[src/rtl/display_bcd_sequencer.sv]
// Converts a 32-bit IO word to eight seven-segment digit patterns using a serial
// double-dabble conversion, with a busy/done handshake and a one-deep request buffer.
module display_bcd_sequencer #(
  parameter bit BLANK_LEADING  = 1'b0,
  parameter bit SEG_ACTIVE_LOW = 1'b1
) (
  input  logic        clk,
  input  logic        reset,
  input  logic        io_req,
  input  logic [31:0] io_data,
  output logic        busy,
  output logic        done,
  output logic        pending,
  output logic        overflow,
  output logic [55:0] seg
);

  localparam logic [1:0] StIdle    = 2'd0;
  localparam logic [1:0] StConvert = 2'd1;
  localparam logic [1:0] StLatch   = 2'd2;

  localparam logic [6:0]  SegZero   = SEG_ACTIVE_LOW ? 7'h40 : 7'h3F;
  localparam logic [55:0] SegReset  = {8{SegZero}};

  logic [1:0]  state_q;
  logic [31:0] shreg_q;
  logic [39:0] bcd_q;
  logic [4:0]  count_q;
  logic [31:0] pend_data_q;
  logic        pending_q;
  logic        done_q;
  logic        overflow_q;
  logic [55:0] seg_q;

  logic [39:0] bcd_adj;
  logic [39:0] bcd_shift;
  logic [31:0] shreg_shift;
  logic        ovf_new;
  logic [55:0] seg_new;
  logic        lead;
  logic [6:0]  pat;

  function automatic logic [6:0] encode(input logic [3:0] d);
    logic [6:0] p;
    unique case (d)
      4'd0:    p = 7'h40;
      4'd1:    p = 7'h79;
      4'd2:    p = 7'h24;
      4'd3:    p = 7'h30;
      4'd4:    p = 7'h19;
      4'd5:    p = 7'h12;
      4'd6:    p = 7'h02;
      4'd7:    p = 7'h78;
      4'd8:    p = 7'h00;
      4'd9:    p = 7'h10;
      default: p = 7'h7F;
    endcase
    return p;
  endfunction

  // Add-3 on every nibble >= 5, then one left shift of {bcd, shreg}
  always_comb begin
    bcd_adj = bcd_q;
    for (int i = 0; i < 10; i++) begin
      if (bcd_q[4*i +: 4] >= 4'd5) begin
        bcd_adj[4*i +: 4] = bcd_q[4*i +: 4] + 4'd3;
      end
    end
    bcd_shift   = {bcd_adj[38:0], shreg_q[31]};
    shreg_shift = {shreg_q[30:0], 1'b0};
  end

  // Blanking walks down from digit 7 and stops at the first nonzero digit
  always_comb begin
    ovf_new = |bcd_q[39:32];
    seg_new = '0;
    lead    = 1'b1;
    pat     = '0;
    for (int d = 7; d >= 0; d--) begin
      pat = encode(bcd_q[4*d +: 4]);
      if (BLANK_LEADING && !ovf_new && d > 0 && lead && bcd_q[4*d +: 4] == 4'd0) begin
        pat = 7'h7F;
      end else begin
        lead = 1'b0;
      end
      seg_new[7*d +: 7] = SEG_ACTIVE_LOW ? pat : ~pat;
    end
  end

  always_ff @(posedge clk or posedge reset) begin
    if (reset) begin
      state_q     <= StIdle;
      shreg_q     <= '0;
      bcd_q       <= '0;
      count_q     <= '0;
      pend_data_q <= '0;
      pending_q   <= 1'b0;
      done_q      <= 1'b0;
      overflow_q  <= 1'b0;
      seg_q       <= SegReset;
    end else begin
      done_q <= (state_q == StLatch);
      unique case (state_q)
        StIdle: begin
          if (io_req) begin
            shreg_q <= io_data;
            bcd_q   <= '0;
            count_q <= '0;
            state_q <= StConvert;
          end
        end
        StConvert: begin
          if (io_req) begin
            pend_data_q <= io_data;
            pending_q   <= 1'b1;
          end
          bcd_q   <= bcd_shift;
          shreg_q <= shreg_shift;
          count_q <= count_q + 5'd1;
          if (count_q == 5'd31) begin
            state_q <= StLatch;
          end
        end
        StLatch: begin
          seg_q      <= seg_new;
          overflow_q <= ovf_new;
          bcd_q      <= '0;
          count_q    <= '0;
          if (io_req) begin
            // A fresh request supersedes anything buffered
            shreg_q   <= io_data;
            pending_q <= 1'b0;
            state_q   <= StConvert;
          end else if (pending_q) begin
            shreg_q   <= pend_data_q;
            pending_q <= 1'b0;
            state_q   <= StConvert;
          end else begin
            state_q <= StIdle;
          end
        end
        default: state_q <= StIdle;
      endcase
    end
  end

  assign busy     = (state_q == StConvert) || (state_q == StLatch);
  assign done     = done_q;
  assign pending  = pending_q;
  assign overflow = overflow_q;
  assign seg      = seg_q;

endmodule
[config.mk]
export PLATFORM = sky130hd
export DESIGN_NAME = display_bcd_sequencer
export DESIGN_NICKNAME = d
export VERILOG_FILES = /design/src/rtl/display_bcd_sequencer.sv
export SDC_FILE = /design/constraint.sdc
export NUM_CORES = 1
export LEC_CHECK = 0
export CORE_UTILIZATION = 55
export CTS_CLUSTER_SIZE = 30
export DETAILED_ROUTE_END_ITERATION = 16
export PLACE_DENSITY = 0.84
export SKIP_CTS_REPAIR_TIMING = 1
export SLEW_MARGIN = 20
export SYNTH_ARGS = -nofsm -noshare
export SYNTH_HDL_FRONTEND = slang
export SYNTH_SLANG_ARGS = --single-unit
[constraint.sdc]
create_clock -name clk -period 13.35 [get_ports clk]
set_input_delay 2.0025 -clock clk [delete_from_list [all_inputs] [get_ports clk]]
set_output_delay 2.0025 -clock clk [all_outputs]
set_load 0.03 [all_outputs]
==> impl_metrics.yaml, run 1 <==
timing:
  fmax_mhz: 211
  drv_slew: 0
  worst_slew_pin_slew_ns: 1.06
  slew-limit-headroom_pct: 29.3
  holdWs_ns: 0.476
  finalCritPeriodShare_pct: 35.5
  setup_viol: 0
  rsz0062_at_grt: "false"
  skew_ns: 0.0107
  fin_setup_tns_ns: 0
  hold_violations: 0
  layout_min_cycle_time_ns: 4.73
synthesis:
  synth_area_mm2: 0.00914
  ys_types: 46
  syn_avg_cell_area_um2: 10.5
  synthFlopType: "dfrtp_1"
  synth_nets: 962
  synthArstFlopShare_pct: 100
  synth-edff-count: 0
  ys_ff_latch: 170
  synth_cells: 870
  ys_seq_area_share_pct: 46.7
  yosysWarnings: 0
detailed_routing:
  drt_pass1_iterations: 4
  drt-initial-drc-count: 477
  routedWlPerCell_um: 16.5
  ant_nets: 0
  post_drt_via_cell_ratio: 5.94
  wl_mm: 19.1
  post-route-drc-count: 0
  vias: 6898
floorplanning:
  num_rows: 46
  die_x_um: 131
  start_util_pct: 56.9
  die_area_mm2: 0.0171
  pin_count: 95
  die_y_um: 131
  coreArea_mm2: 0.0161
setup_path:
  arrival_ns: 2.73
  startpoint_type: "register"
  crit_chain: "inv_1 -> ha_1 -> clkdlybuf4s50_1"
  rrSetupSlack_ns: 10.40
  critPathCaptureType: "primary output"
  cp_max_fo: 36
  r2r_start: "state_q[0]"
  reg2reg_to: "shreg_q[28]"
  cpPeakStageDelay_ns: 0.95
  critPathSlowestCell: "ha_1"
  ff2ff_path_depth: 6
  required_ns: 11.35
  worstSetupPathType: "register to primary output"
clock_tree:
  numCtsBuffers: 17
  clock_path_buffers: 2
  clockRootBuffer: "clkbuf_16"
  tritoncts: "done"
  clk_pin_slew_ns: 0.07
  clkSinkCount: 170
  htree_levels: 4
  worstSkewPairLatency_ns: 0.43
hold_path:
  hold_class: "register to register"
  min_delay_worst_endpoint: "seg[27]"
  worstHoldPathCells: 2
  hold_path.startpoint: "seg[27]"
placed_design:
  portBuffers: 94
  dp_hpwl_mm: 12.1
  place_congestion: 0.845
  placed_area_mm2: 0.0102
layout:
  final_cell_mix: "162 x dfrtp_1, 94 x clkdlybuf4s50_1, 85 x mux2_2, 62 x a21oi_1, 61 x o21ai_0"
  stdcell_area_mm2: 0.0108
  layout.nets: 1024
  final_common_cell: "dfrtp_1"
  fillers: 1165
  areaGrowthSynthToFinish_pct: 17.9
  diodes: 0
  drive_gt1_share_pct: 14.8
global_routing:
  grt.total_usage_pct: 23.7
  gr-total-overflow: 0
  antenna_found_initial: 0
  grt_first_pass_wirelength_mm: 32.0
  grt_max_degree: 90
  first_global_vias: 6650
flow_run:
  maxCapViolations: 0
power_and_ir_drop:
  p_leak_nw: 4.79
  power_w: 0.00206
  ir_worst_vdd_v: 0.000131
  powerDensity_mw_per_mm2: 191
outcome:
  status: "finished clean"
-- sequential cells by signal, summed over array words and instances (netlist names) --
| register | flops |
|---|---|
| bcd_q | 40 |
| count_q | 5 |
| done | 1 |
| overflow | 1 |
| pend_data_q | 32 |
| pending | 1 |
| seg | 56 |
| shreg_q | 32 |
| state_q | 2 |
-- layout make-up --
cell class                 instances  area, um^2  share of cell area, %
inverter                          61         234                   2.17
tap                              216         270                   2.51
multi-input combinational        581        4410                   40.9
clock inverter                    12         134                   1.24
timing repair buffer             101         997                   9.26
sequential                       170        4260                   39.6
clock buffer                      20         467                   4.33
-- critical path, delay by kind of cell, from the launching register on --
| family | cells | cell delay (ns) |
|---|---|---|
| adder cells (fa/ha/maj) | 1 | 0.95 |
| buffers and inverters | 2 | 0.93 |
| flip-flops | 1 | 0.42 |
-- cells by family after synthesis --
logic type,count (synthesis),synth area share [%]
AOI/OAI and AO/OA,253,18.3
DFF,170,46.7
and+or+nand+nor,164,9.27
buffers and inverters,119,5.27
muxes,94,11.5
adders and majority gates,57,7.81
xor gates and xnor gates,13,1.25
-- per-layer routing --
layer  vias up  GRT usage [%]  wire, um
met5         -              0         0
met4         0           6.90       212
met3        16           5.78       919
met2       167           39.3      9250
met1      3445           30.9      8720
li1       3270              -         -
-- worst max-delay path by stage --
stage,from,endpoint,slack (ns),cells after the start
final,state_q[0],busy,8.62,3
after global routing,state_q[0],busy,8.50,3
after CTS,state_q[0],busy,8.63,3
after detailed placement,io_req,bcd_q[11],8.94,6
after global placement,io_req,bcd_q[7],9.06,6
after floorplan,reset,bcd_q[0],6.76,1
-- report_power, final --
group	total (W)	internal (W)	switching (W)	leakage [nW]
logic	0.000774	0.000352	0.000422	2.43
clock network	0.000504	0.000293	0.000212	0.299
registers	0.000777	0.000651	0.000126	2.06
-- per-stage QoR --
stage,setup slack (ns),utilization (%),std cells
global route,8.50,67.1,1161
global placement,9.06,63.3,1129
CTS,8.63,67.1,1161
detailed placement,8.94,63.3,1129
finish,8.62,67.1,1161
floorplan,6.76,-,870
-- synth_stat cells, types with 7 or more instances --
cell type	count	area (um^2)
dfrtp_1	162	4050
mux2_2	85	957
a21oi_1	63	315
o21ai_0	61	305
inv_1	59	221
ha_1	57	713
clkbuf_1	43	161
nand2_1	41	154
and3_1	33	206
a221o_1	31	310
nor2_1	31	116
o22ai_1	20	125
o31ai_1	17	128
nand2b_1	16	100
xnor2_1	12	105
nor3b_1	11	82.6
buf_2	10	50.1
mux2i_1	9	90.1
o221ai_1	9	78.8
a21o_1	8	60.1
dfstp_2	8	210
nor3_1	8	40.0
o22a_1	8	70.1
a211oi_1	7	52.6
and2_1	7	43.8
o211ai_1	7	52.6
Power figures use the tool's default switching activity.
==> run 2, diff against run 1 <==
CORE_UTILIZATION = 52   (was 55)
PLACE_DENSITY = 0.83   (was 0.84)
clock period = 3.84 ns   (was 13.35 ns; I/O delays follow)
==> run 2 against run 1 <==
Effect of this change: the run now ends with DRC left; non-clock buffer count is 2 higher; first-iteration DRC count is 8.4% lower; utilization is 4.7 points lower; die area is 5.7% higher; via count is 1.5% lower; clock skew is 0.0031 ns lower; sequential share of layout area is 0.069 points higher; clock power grew to 3.2 times the previous value; sequential power grew to 3.5 times the previous value; sequential cell count stayed put; global-route usage is 2.3 points lower; register-to-register slack worse by 8.9 ns.
==> impl_metrics.yaml, run 2 (same netlist as run 1, synthesis figures left out) <==
outcome:
  status: "complete, but fails checks"
  violations: "DRC"
clock_tree:
  clockRootBuffer: "clkbuf_16"
  clkSinkCount: 170
  numCtsBuffers: 17
  tritoncts: "done"
  clock_path_buffers: 2
  htree_levels: 4
  clk_pin_slew_ns: 0.07
  worstSkewPairLatency_ns: 0.43
placed_design:
  placed_area_mm2: 0.0102
  portBuffers: 94
  place_congestion: 0.828
  dp_hpwl_mm: 11.8
  pre_cts_ws_ns: 1.14
layout:
  fillers: 1407
  final_common_cell: "dfrtp_1"
  finalCoreUtilization_pct: 62.4
  stdcell_area_mm2: 0.0108
  layout.nets: 1026
  drive_gt1_share_pct: 14.7
  diodes: 0
  areaGrowthSynthToFinish_pct: 17.7
  largest_register_ffs: 56
  final_cell_mix: "162 x dfrtp_1, 94 x clkdlybuf4s50_1, 85 x mux2_2, 62 x a21oi_1, 61 x o21ai_0"
power_and_ir_drop:
  p_leak_nw: 4.76
  power_w: 0.00699
  powerDensity_mw_per_mm2: 649
  ir_worst_vdd_v: 0.000444
timing:
  layout_min_cycle_time_ns: 2.85
  drv_slew: 0
  setup_viol: 0
  layout_setup_ws_ns: 0.993
  fmax_mhz: 351
  slew-limit-headroom_pct: 25.5
  skew_ns: 0.00768
  hold_violations: 0
  fin_setup_tns_ns: 0
  rsz0062_at_grt: "false"
  finalCritPeriodShare_pct: 74.1
  worst_slew_pin_slew_ns: 1.12
setup_path:
  critPathSlowestCell: "clkdlybuf4s50_1"
  cp_num_buf_inv: 2
  r2r_start: "state_q[0]"
  arrival_ns: 2.27
  critical-path-top-delay-family: "buffers and inverters"
  startpoint_type: "register"
  cp_max_fo: 16
  crit_chain: "inv_1 -> ha_1 -> clkdlybuf4s50_1"
  cp-endpoint: "busy"
  reg2reg_to: "shreg_q[25]"
  crit_cells: 3
  rrSetupSlack_ns: 1.47
  worstSetupPathType: "register to primary output"
  startpoint: "state_q[0]"
  critPathCaptureType: "primary output"
  cpPeakStageDelay_ns: 0.76
  required_ns: 3.26
  ff2ff_path_depth: 7
detailed_routing:
  post_drt_via_cell_ratio: 5.80
  wl_mm: 18.6
  post-route-drc-count: 1
  vias: 6795
  ant_nets: 0
  routedWlPerCell_um: 15.9
  drt-initial-drc-count: 437
  drt_pass1_iterations: 11
flow_run:
  maxCapViolations: 0
floorplanning:
  die_x_um: 135
  die_y_um: 135
  num_rows: 48
  pin_count: 95
  die_area_mm2: 0.0181
  start_util_pct: 53.0
  coreArea_mm2: 0.0172
hold_path:
  hold_class: "register to register"
global_routing:
  gr-total-overflow: 0
  antenna_found_initial: 0
  grt_max_degree: 171
  grt_first_pass_wirelength_mm: 31.2
  first_global_vias: 6351
  grt.total_usage_pct: 21.4
## run 2: cell count changes in the layout (fill, tap and decap cells not counted)
cell | previous run | this run
clkbuf_1 | 0 | 4
bufinv_16 | 2 | 1
buf_4 | 6 | 8
inv_8 | 1 | 0
inv_6 | 4 | 2
buf_12 | 0 | 1
and3_2 | 0 | 1
clkinvlp_4 | 1 | 2
clkbuf_8 | 3 | 1
clkinv_4 | 1 | 2
and3_1 | 33 | 32
buf_6 | 1 | 0
## run 2: worst min path at each step
stage | to | from | slack (ns) | cells past startpoint
detailed placement | seg[38] | seg[38] | 0.47 | 1
global route | seg[41] | seg[41] | 0.49 | 2
finish | seg[38] | seg[38] | 0.48 | 1
floorplan | count_q[4] | count_q[4] | 0.45 | 2
global placement | count_q[4] | count_q[4] | 0.46 | 2
CTS | seg[41] | seg[41] | 0.48 | 2
## run 2: cell type report
type / count / area, um^2 / share of cell area (%)
clock inverter: 10 / 92.6 / 0.861
sequential: 170 / 4260 / 39.6
tap: 225 / 282 / 2.62
inverter: 61 / 233 / 2.16
clock buffer: 22 / 454 / 4.22
timing repair buffer: 103 / 1020 / 9.49
multi-input combinational: 581 / 4410 / 41.0
## run 2: metal layers
layer  wire length [um]  vias up  GRT usage [%]
li1                   -     3267              -
met1               8570     3353           29.4
met2               9160      158           35.0
met3                743       17           3.87
met4                172        0           6.05
met5                  0        -              0
## run 2: power by group
part | switching [W] | total (W) | leakage (nW) | internal [W]
registers | 0.000437 | 0.00270 | 2.06 | 0.00226
clock network | 0.000704 | 0.00162 | 0.269 | 0.000911
logic | 0.00144 | 0.00267 | 2.44 | 0.00122
## run 2: through the flow
stage          std cells  hold WS, ns
2_1_floorplan        870        0.445
3_3_place_gp        1140        0.456
3_5_place_dp        1140        0.468
4_1_cts             1172        0.478
5_1_grt             1172        0.492
6_report            1172        0.476
==> run 3, diff against run 2 <==
clock period = 2.42 ns   (was 3.84 ns; I/O delays follow)
==> run 3 against run 2 <==
Effect of this change: the flow still finishes with violations (DRC); hold slack got worse by 0.096 ns; combinational power rose by 60%; utilization is 1.2 points higher; worst setup slack lost 0.68 ns; routed wire length is 2.4% higher; non-clock buffer count increased by 15; sequential share of layout area down 0.75 points; count of clock-buffer cells in the layout is 1 lower; power grew 62%; via count increased by 0.93%; critical path type unchanged; largest power group unchanged; highest routed layer unchanged.
==> impl_metrics.yaml, run 3 (same netlist as run 1, synthesis figures left out) <==
outcome:
  status: "complete, but fails checks"
  violations: "DRC"
layout:
  final_cell_mix: "162 x dfrtp_1, 93 x clkdlybuf4s50_1, 85 x mux2_2, 62 x a21oi_1, 61 x o21ai_0"
  fillers: 1361
  areaGrowthSynthToFinish_pct: 20.0
  drive_gt1_share_pct: 16.2
  diodes: 0
  final_common_cell: "dfrtp_1"
  finalCoreUtilization_pct: 63.6
  largest_register_ffs: 56
  stdcell_area_mm2: 0.0110
  layout.nets: 1041
flow_run:
  maxCapViolations: 0
detailed_routing:
  drt_pass1_iterations: 11
  routedWlPerCell_um: 16.1
  vias: 6858
  ant_nets: 0
  post-route-drc-count: 1
  post_drt_via_cell_ratio: 5.78
  drt-initial-drc-count: 384
  wl_mm: 19.1
timing:
  skew_ns: 0.00648
  finalCritPeriodShare_pct: 86.9
  slew-limit-headroom_pct: 52.8
  worst_slew_pin_slew_ns: 0.708
  rsz0062_at_grt: "false"
  fmax_mhz: 476
  fin_setup_tns_ns: 0
  setup_viol: 0
  hold_violations: 0
  layout_min_cycle_time_ns: 2.10
  drv_slew: 0
setup_path:
  worstSetupPathType: "register to primary output"
  cp_num_buf_inv: 3
  required_ns: 2.06
  crit_chain: "inv_1 -> ha_1 -> buf_4 -> buf_4"
  startpoint: "state_q[1]"
  r2r_start: "state_q[1]"
  critical-path-top-delay-family: "buffers and inverters"
  reg2reg_to: "shreg_q[16]"
  ff2ff_path_depth: 6
  rrSetupSlack_ns: 0.33
  startpoint_type: "register"
  critPathCaptureType: "primary output"
  critical_path.most_common_cell: "buf_4"
  cpPeakStageDelay_ns: 0.41
  critPathSlowestCell: "dfrtp_1"
  arrival_ns: 1.74
  cp_max_fo: 12
clock_tree:
  numCtsBuffers: 17
  worstSkewPairLatency_ns: 0.43
  clock_path_buffers: 2
  clk_pin_slew_ns: 0.06
  clockRootBuffer: "clkbuf_16"
  htree_levels: 4
  clkSinkCount: 170
  tritoncts: "done"
power_and_ir_drop:
  p_leak_nw: 4.87
  ir_worst_vdd_v: 0.000720
  power_w: 0.0113
  powerDensity_mw_per_mm2: 1030
global_routing:
  gr-total-overflow: 0
  first_global_vias: 6805
  grt.total_usage_pct: 22.6
  antenna_found_initial: 0
  grt_max_degree: 75
  grt_first_pass_wirelength_mm: 32.9
hold_path:
  hold_class: "input pin to asynchronous set/reset pin"
placed_design:
  place_congestion: 0.834
  portBuffers: 94
  dp_hpwl_mm: 13.1
  placed_area_mm2: 0.0104
floorplanning:
  die_area_mm2: 0.0181
  num_rows: 48
  die_y_um: 135
  die_x_um: 135
  start_util_pct: 53.0
  coreArea_mm2: 0.0172
  pin_count: 95
==> run 3: final cells by class <==
type	count	area (um^2)	area share, %
multi-input cells	581	4410	40.2
flip-flops and latches	170	4260	38.9
repair buffers	118	1180	10.8
clock buffers	21	460	4.20
well taps	225	282	2.57
inverters	61	233	2.12
clock inverters	11	135	1.23
==> run 3: routing by layer <==
metal,GRT usage (%),part of all wire (%),vias to the layer above
met4,7.24,1.5,0
li1,-,-,3299
met3,3.87,3.7,20
met5,0,0,-
met1,29.6,45,3386
met2,38.3,49,153
==> run 3: power by group <==
group,internal [W],switching [W],total (W),leakage [nW]
registers,0.00359,0.000696,0.00429,2.06
clock network,0.00159,0.00115,0.00275,0.281
logic,0.00195,0.00231,0.00426,2.53
==> run 3: worst max path at each step <==
stage	cells past startpoint	endpoint	slack (ns)
floorplan	1	bcd_q[0]	-0.11
global placement	6	shreg_q[26]	0.28
detailed placement	6	shreg_q[20]	0.21
global route	4	busy	0.22
CTS	4	busy	0.31
finish	4	busy	0.32
==> run 3: metrics by stage <==
step           hold WS [ns]  setup slack [ns]  instances
6_report              0.381             0.318       1187
5_1_grt               0.417             0.216       1187
4_1_cts               0.391             0.311       1187
3_5_place_dp          0.469             0.215       1155
3_3_place_gp          0.461             0.280       1155
2_1_floorplan         0.445            -0.105        870
